### config.mk
export PLATFORM = sky130hd
export DESIGN_NAME = mem_op_queue
export DESIGN_NICKNAME = d
export VERILOG_FILES = /design/src/rtl/mem_op_queue.sv
export SDC_FILE = /design/constraint.sdc
export NUM_CORES = 1
export LEC_CHECK = 0
export ABC_CLOCK_PERIOD_IN_PS = 4300
export CAP_MARGIN = 20
export CORE_UTILIZATION = 40
export CTS_CLUSTER_SIZE = 10
export DETAILED_ROUTE_END_ITERATION = 8
export PLACE_DENSITY = 0.63
export SKIP_LAST_GASP = 1
export SYNTH_ARGS = -nofsm -noshare
export SYNTH_HDL_FRONTEND = slang
export SYNTH_SLANG_ARGS = --single-unit
### constraint.sdc
create_clock -name clk -period 4.3 [get_ports clk]
set_input_delay 0.645 -clock clk [delete_from_list [all_inputs] [get_ports clk]]
set_output_delay 0.645 -clock clk [all_outputs]
set_load 0.01 [all_outputs]
### src/rtl/mem_op_queue.sv
// In-order load/store queue: decodes RV32I memory ops, waits for AGU/CDB
// address and data by ROB tag, and issues the oldest ready entry to memory.
module mem_op_queue #(
  parameter int DEPTH  = 8,
  parameter int TAG_W  = 5,
  parameter int ADDR_W = 32,
  parameter int DATA_W = 32
) (
  input  logic                   clk,
  input  logic                   rst_n,
  input  logic                   flush,
  input  logic                   enq_valid,
  output logic                   enq_ready,
  input  logic [6:0]             enq_opcode,
  input  logic [2:0]             enq_funct3,
  input  logic [TAG_W-1:0]       enq_tag,
  output logic                   enq_illegal,
  input  logic                   wb_valid,
  input  logic [TAG_W-1:0]       wb_tag,
  input  logic [ADDR_W-1:0]      wb_addr,
  input  logic [DATA_W-1:0]      wb_data,
  output logic                   iss_valid,
  input  logic                   iss_ready,
  output logic                   iss_is_store,
  output logic [1:0]             iss_size,
  output logic                   iss_unsigned,
  output logic [TAG_W-1:0]       iss_tag,
  output logic [ADDR_W-1:0]      iss_addr,
  output logic [DATA_W-1:0]      iss_data,
  output logic [$clog2(DEPTH):0] count
);

  localparam int PW = $clog2(DEPTH);
  localparam logic [6:0] OP_LOAD  = 7'b0000011;
  localparam logic [6:0] OP_STORE = 7'b0100011;

  logic [DEPTH-1:0]  ent_valid, ent_rdy, ent_store, ent_uns;
  logic [1:0]        ent_size [DEPTH];
  logic [TAG_W-1:0]  ent_tag  [DEPTH];
  logic [ADDR_W-1:0] ent_addr [DEPTH];
  logic [DATA_W-1:0] ent_data [DEPTH];
  logic [PW-1:0]     head, tail;

  logic       is_mem, legal, dec_store, dec_uns;
  logic [1:0] dec_size;
  logic       enq_accept, enq_fire, deq;

  // funct3[1:0] directly encodes access size for both loads and stores.
  always_comb begin
    is_mem    = 1'b0;
    legal     = 1'b0;
    dec_store = 1'b0;
    dec_uns   = 1'b0;
    dec_size  = enq_funct3[1:0];
    if (enq_opcode == OP_LOAD) begin
      is_mem  = 1'b1;
      legal   = enq_funct3 inside {3'b000, 3'b001, 3'b010, 3'b100, 3'b101};
      dec_uns = enq_funct3[2];
    end else if (enq_opcode == OP_STORE) begin
      is_mem    = 1'b1;
      dec_store = 1'b1;
      legal     = !enq_funct3[2] && (enq_funct3[1:0] != 2'b11);
    end
  end

  assign enq_ready  = (count != (PW+1)'(DEPTH));
  assign enq_accept = enq_valid && enq_ready;
  assign enq_fire   = enq_accept && is_mem && legal;
  assign deq        = iss_valid && iss_ready;

  always_comb begin
    iss_valid    = ent_valid[head] && ent_rdy[head];
    iss_is_store = 1'b0;
    iss_size     = 2'b00;
    iss_unsigned = 1'b0;
    iss_tag      = '0;
    iss_addr     = '0;
    iss_data     = '0;
    if (iss_valid) begin
      iss_is_store = ent_store[head];
      iss_size     = ent_size[head];
      iss_unsigned = ent_uns[head];
      iss_tag      = ent_tag[head];
      iss_addr     = ent_addr[head];
      iss_data     = ent_data[head];
    end
  end

  // Later writes win: a dequeue clears a head that a writeback also matched,
  // and the tail slot is always invalid so writeback never touches a new entry.
  always_ff @(posedge clk or negedge rst_n) begin
    if (!rst_n) begin
      head        <= '0;
      tail        <= '0;
      count       <= '0;
      enq_illegal <= 1'b0;
      ent_valid   <= '0;
      ent_rdy     <= '0;
      ent_store   <= '0;
      ent_uns     <= '0;
      for (int i = 0; i < DEPTH; i++) begin
        ent_size[i] <= '0;
        ent_tag[i]  <= '0;
        ent_addr[i] <= '0;
        ent_data[i] <= '0;
      end
    end else if (flush) begin
      head        <= '0;
      tail        <= '0;
      count       <= '0;
      enq_illegal <= 1'b0;
      ent_valid   <= '0;
      ent_rdy     <= '0;
    end else begin
      enq_illegal <= enq_accept && is_mem && !legal;
      if (wb_valid) begin
        for (int i = 0; i < DEPTH; i++) begin
          if (ent_valid[i] && ent_tag[i] == wb_tag) begin
            ent_addr[i] <= wb_addr;
            ent_data[i] <= wb_data;
            ent_rdy[i]  <= 1'b1;
          end
        end
      end
      if (deq) begin
        ent_valid[head] <= 1'b0;
        ent_rdy[head]   <= 1'b0;
        head            <= head + PW'(1);
      end
      if (enq_fire) begin
        ent_valid[tail] <= 1'b1;
        ent_rdy[tail]   <= 1'b0;
        ent_store[tail] <= dec_store;
        ent_uns[tail]   <= dec_uns;
        ent_size[tail]  <= dec_size;
        ent_tag[tail]   <= enq_tag;
        tail            <= tail + PW'(1);
      end
      count <= count + (PW+1)'(enq_fire) - (PW+1)'(deq);
    end
  end

endmodule
# ---- After elaboration in Yosys (flattened, before gate mapping)
# Cells that the tools add are included.
# Widths: inputs -> output; s select.
dict set report op_classes {
  add_sub_neg 4
  n_lt_le_gt_ge 7
  eq_ne 16
  mux 68
  bitwise 9
  n_reduce_logical 33
}
# cell count
set ops {}
lappend ops {{$bmux 32 s3} 2}
lappend ops {{$mux 32} 6}
lappend ops {{$mux 8} 10}
lappend ops {{$bwmux 40} 1}
lappend ops {{$eq 5x5->1} 8}
lappend ops {{$and 8x8->8} 3}
lappend ops {{$reduce_and 3->1} 8}
lappend ops {{$mux 1} 23}
lappend ops {{$mux 5} 4}
lappend ops {{$logic_and 1x1->1} 18}
lappend ops {{$bwmux 16} 1}
lappend ops {{$bwmux 8} 2}
lappend ops {{$not 8->8} 2}
lappend ops {{$bmux 5 s3} 1}
lappend ops {{$demux 5 s3} 1}
lappend ops {{$bmux 1 s3} 4}
lappend ops {{$mux 3} 4}
lappend ops {{$ge 4x4->1 const B} 2}
lappend ops {{$lt 3x4->1 const B} 2}
lappend ops {{$mux 2} 4}
lappend ops {{$not 3->4} 2}
lappend ops {{$or 8x8->8} 1}
lappend ops {{$eq 7x2->1 const B} 1}
lappend ops {{$eq 7x6->1 const B} 1}
lappend ops {{20 further kinds} 26}
dict set report word_totals {
  ff_bits 611
  in_bits 90
  out_inout_bits 80
  wordCells 177
}

# ---- Depth between registers and ports, before layout
dict set report logic_depth {
  depth_word 11
  mapped_depth 13
  ltp_nobuf 12
}

# ---- Worst setup path after synthesis
# OpenSTA, ideal clock, no wires.
dict set report synth_path {
  kind {input to register}
  from {input enq_opcode[5]}
  to {register count[1]}
  setup_ns 0.132
  arrival_time_ns 2.806
  required_time_ns 4.168
  setup_slack_ns 1.362
  cell_stages 10
  path_buffers 2
  cell_sequence {clkbuf_2 nor2_1 nor2_1 buf_4 or2_2 ha_1 inv_1 ha_1 fa_1 nor2b_1}
}
dict set report synth_via {
  elab_chain_len 8
  word_cells_on_any_way 11
}
# element line_no
set synth_rtl {}
lappend synth_rtl {{start, declared} 14} ;# input logic [6:0] enq_opcode,
lappend synth_rtl {{$eq 7x6->1} 59} ;# end else if (enq_opcode == OP_STORE) begin
lappend synth_rtl {{$mux 1} 59}
lappend synth_rtl {{$mux 1} 55} ;# if (enq_opcode == OP_LOAD) begin
lappend synth_rtl {{$logic_and 1x1->1} 68} ;# assign enq_fire = enq_accept && is_mem && legal;
lappend synth_rtl {{$logic_and 1x1->1 *} 68}
lappend synth_rtl {{$add 4x1->4 *} 139} ;# count <= count + (PW+1)'(enq_fire) - (PW+1)'(deq);
lappend synth_rtl {{$sub 4x1->4 *} 139}
lappend synth_rtl {{$mux 4 *} 107} ;# end else if (flush) begin
lappend synth_rtl {{end signal, assigned} 139}
lappend synth_rtl {{end, declared} 30} ;# output logic [$clog2(DEPTH):0] count
# Mark *: on every way between the ends. The rest lies on a longest branch, timed or not.
# A chain may end at the register's enable or synchronous reset.

# ---- Worst setup path after layout
dict set report layout_path {
  from {register head[0]}
  to {output iss_data[20]}
}
dict set report layout_via {
  elab_chain_len 5
  word_cells_on_any_way 10
}
# element line_no
set layout_rtl {}
lappend layout_rtl {{start, declared} 42} ;# logic [PW-1:0] head, tail;
lappend layout_rtl {{start signal, assigned} 128} ;# head <= head + PW'(1);
lappend layout_rtl {{$not 3->4 (implied by the code)} 85} ;# iss_data = ent_data[head];
lappend layout_rtl {{$bmux 32 s3} 85}
lappend layout_rtl {{$mux 32 (implied by the code) (2 in a row)} 85}
lappend layout_rtl {{$mux 32 *} 79} ;# if (iss_valid) begin
lappend layout_rtl {{end, declared} 29} ;# output logic [DATA_W-1:0] iss_data,
# Mark *: on every way between the ends. The rest lies on a longest branch, timed or not. The select of a mux whose other input is x is not followed.

==> insert_results.sql <==
INSERT INTO impl_metrics (metric_group, metric, value, unit) VALUES
('floorplanning', 'chipHeight', '263', 'um'),
('logic_synthesis', 'synthCells', '1933', ''),
('logic_synthesis', 'syn-mean-instance-area', '14.1', 'sq um'),
('setup_path', 'r2r-start', 'head[0]', ''),
('setup_path', 'worstPathRequired', '3650', 'ps'),
('logic_synthesis', 'synthFlopType', 'dfrtp_1', ''),
('drt', 'detail-route-antenna-nets', '0', ''),
('timing', 'max_slew.worst_pin.slew', '950', 'ps'),
('timing', 'timing_max_transition_violations_final', '0', ''),
('layout', 'syn_to_final_growth', '18.2', '%'),
('timing', 'post_route_fraction_of_the_period_consumed_by_the_critical_path', '98.8', '%'),
('setup_path', 'ff2ff_setup_slack', '1210', 'ps'),
('logic_synthesis', 'cell_area_after_technology_mapping', '0.0273', 'sq mm'),
('timing', 'rsz_0062_raised_after_global_routing', 'yes', ''),
('clock_network', 'clock_insertion_delay_worst_skew', '600', 'ps'),
('place', 'placement.setup.worst_slack', '449', 'ps'),
('setup_path', 'cp.arrival', '3600', 'ps'),
('setup_path', 'critical_path.max_stage_delay', '640', 'ps'),
('floorplanning', 'die_area', '0.0693', 'sq mm'),
('drt', 'drtIter0Drc', '1050', ''),
('setup_path', 'worst_r2r_endpoint', 'count[1]', ''),
('pwr', 'ir_worst_vdd', '0.253', 'mV'),
('global_routing', 'grt_start_max_net_pins', '100', ''),
('clock_network', 'clock-sinks', '611', ''),
('logic_synthesis', 'postSynthNetCount', '2031', ''),
('layout', 'final_standard_cell_count_with_taps_included_and_fillers_excluded', '2992', ''),
('logic_synthesis', 'ys.warnings.count', '0', ''),
('global_routing', 'groute.usage.overall', '22.1', '%'),
('layout', 'drive_above_1_share', '39.0', '%'),
('outcome', 'status', 'finished, final reports clean', ''),
('global_routing', 'grt_pass1_wl', '118000', 'um'),
('hold_path', 'hp-class', 'in2async', ''),
('timing', 'setup_ws', '52.5', 'ps'),
('place', 'placedCellCount', '2893', ''),
('pwr', 'power.static_leakage', '15.3', 'nW'),
('timing', 'fin_worst_skew', '20.2', 'ps'),
('setup_path', 'crit_type', 'reg2out', ''),
('timing', 'final-hold-violation-count', '0', ''),
('drt', 'routed_via_density', '5.94', ''),
('timing', 'max_freq', '235', 'MHz'),
('timing', 'finalHoldWorstSlack', '40.0', 'ps'),
('global_routing', 'grt_most_used_layer', 'met2', ''),
('clock_network', 'cts.reportedPaths.clkPinSlew', '60', 'ps'),
('floorplanning', 'dieWidth', '263', 'um'),
('setup_path', 'timing.critical_path.buf_inv', '3', ''),
('setup_path', 'crit_path_start_kind', 'register', ''),
('timing', 'final.min_clock_period', '4250', 'ps'),
('logic_synthesis', 'postSynth.asyncResetShare', '100', '%'),
('clock_network', 'cts.root.buffer_cell', 'clkbuf_16', ''),
('logic_synthesis', 'postSynthRegisterBits', '611', ''),
('global_routing', 'routing_usage_on_met2', '36.4', '%'),
('global_routing', 'residual_overflow_from_global_routing', '0', ''),
('logic_synthesis', 'post_synth_main_area_contributors', 'dfrtp_1 56%, mux2_2 25%, o22ai_1 3.1%', ''),
('clock_network', 'cts_hold_buffers', '0', ''),
('global_routing', 'grt_use_met3', '4.01', '%'),
('logic_synthesis', 'synth_edf_count', '0', ''),
('place', 'port_buffers', '169', ''),
('pwr', 'power.density_cell_area', '358', 'mW/mm^2'),
('logic_synthesis', 'netlist-cell-type-count', '53', ''),
('setup_path', 'crit_chain', 'inv_2 > mux4_2 > mux2_4 > buf_12 > nor4_2 > clkdlybuf4s50_1', ''),
('logic_synthesis', 'seq_area_frac_synth', '56.0', '%'),
('setup_path', 'critical_path_peak_fanout', '39', ''),
('floorplanning', 'initial_utilization', '40.5', '%'),
('setup_path', 'critical_path.endpoint_type', 'primary output', ''),
('place', 'post-dp-hpwl', '44300', 'um'),
('place', 'gp_congestion', '0.855', ''),
('setup_path', 'slowest_stage', 'clkdlybuf4s50_1', ''),
('clock_network', 'numCtsBuffers', '72', ''),
('layout', 'nNetsFinal', '2195', ''),
('clock_network', 'h-tree-depth', '3', ''),
('logic_synthesis', 'synthDominantCellAreaShare', '56.0', '%');
## state kept, by name, summed over array words and instances, names as in the netlist
name         cells
ent_size        16
ent_tag         40
enq_illegal      1
head             3
ent_store        8
count            4
ent_valid        8
ent_data       256
ent_uns          8
ent_addr       256
tail             3
ent_rdy          8
## per-layer routing
layer	vias up	part of all wire, %
met3	125	4.6
met4	8	2.1
met5	-	0.062
met1	9538	44
li1	7680	-
met2	424	49
## where the power goes
part           leakage, nW  total [W]  switching [W]  internal [W]
Combinational         5.81   0.000355       0.000241      0.000113
Clock                0.983    0.00543        0.00224       0.00319
Sequential            8.53    0.00576     0.00000380       0.00576
## worst reg2reg max path: stages, from the launching register on
cell and delay, ps:
dfrtp_2 400, inv_2 170, mux4_2 610, o22ai_1 610, ha_1 350, inv_1 60
ha_1 190, fa_1 430, nor2b_1 140
## cell usage in the layout, fill, tap and decap left out, types with 31 or more instances in the layout
| master | count |
|---|---|
| nor4_1 | 31 |
| o221ai_1 | 58 |
| buf_4 | 50 |
| mux2_2 | 596 |
| nor4_2 | 40 |
| o22a_1 | 60 |
| clkbuf_16 | 76 |
| dfrtp_1 | 608 |
| o22ai_1 | 136 |
| xor2_1 | 33 |
| clkdlybuf4s50_1 | 168 |
## worst max path at each step
stage               cells after the start  slack (ps)            to           from
floorplan                              10        1360      count[1]  enq_opcode[5]
global placement                        6         490  iss_addr[17]        head[0]
detailed placement                      6         450  iss_addr[17]        head[0]
CTS                                     6           6    iss_tag[2]        head[0]
global route                            6         -30  iss_data[20]        head[0]
finish                                  6          50  iss_data[20]        head[0]
## cell families (layout without fill, tap and decap cells)
kind of cell               after synthesis  count (layout)  share of synthesized area [%]
muxes                                  621             621                           26.0
DFF                                    611             611                           56.0
AOI/OAI and AO/OA                      307             307                           8.27
and+or+nand+nor                        183             183                           5.46
buffers and inverters                  161             346                           2.55
xor gates and xnor gates                42              42                           1.35
adders and majority gates                8               8                          0.394
other                                    0               1                              0
## final cells by class
cell class / instances / area (sq um)
multi-input combinational: 1161 / 11400
clock buffer: 92 / 1980
inverter: 13 / 48.8
antenna: 1 / 2.50
tap: 873 / 1090
timing repair buffer: 238 / 2450
sequential: 611 / 15300
clock inverter: 3 / 30.0
fill: 5712 / 35100
## repair_timing
action | in CTS | in global routing
setup endpoints to repair | 9 | 9
gates resized for setup | 3 | 5
setup buffers | 3 | 0
## through the flow
step,instance area [sq um],utilization (%),power [W],setup TNS [ps]
after global placement,30200,44.8,0.00621,0
after CTS,32300,47.9,0.0117,0
after detailed placement,30200,44.8,0.00623,0
after floorplan,27300,-,0.00592,0
final,32300,47.9,0.0115,0
after global routing,32300,47.9,0.0120,-87.6
Note: power is estimated with default switching activity, not from simulation.
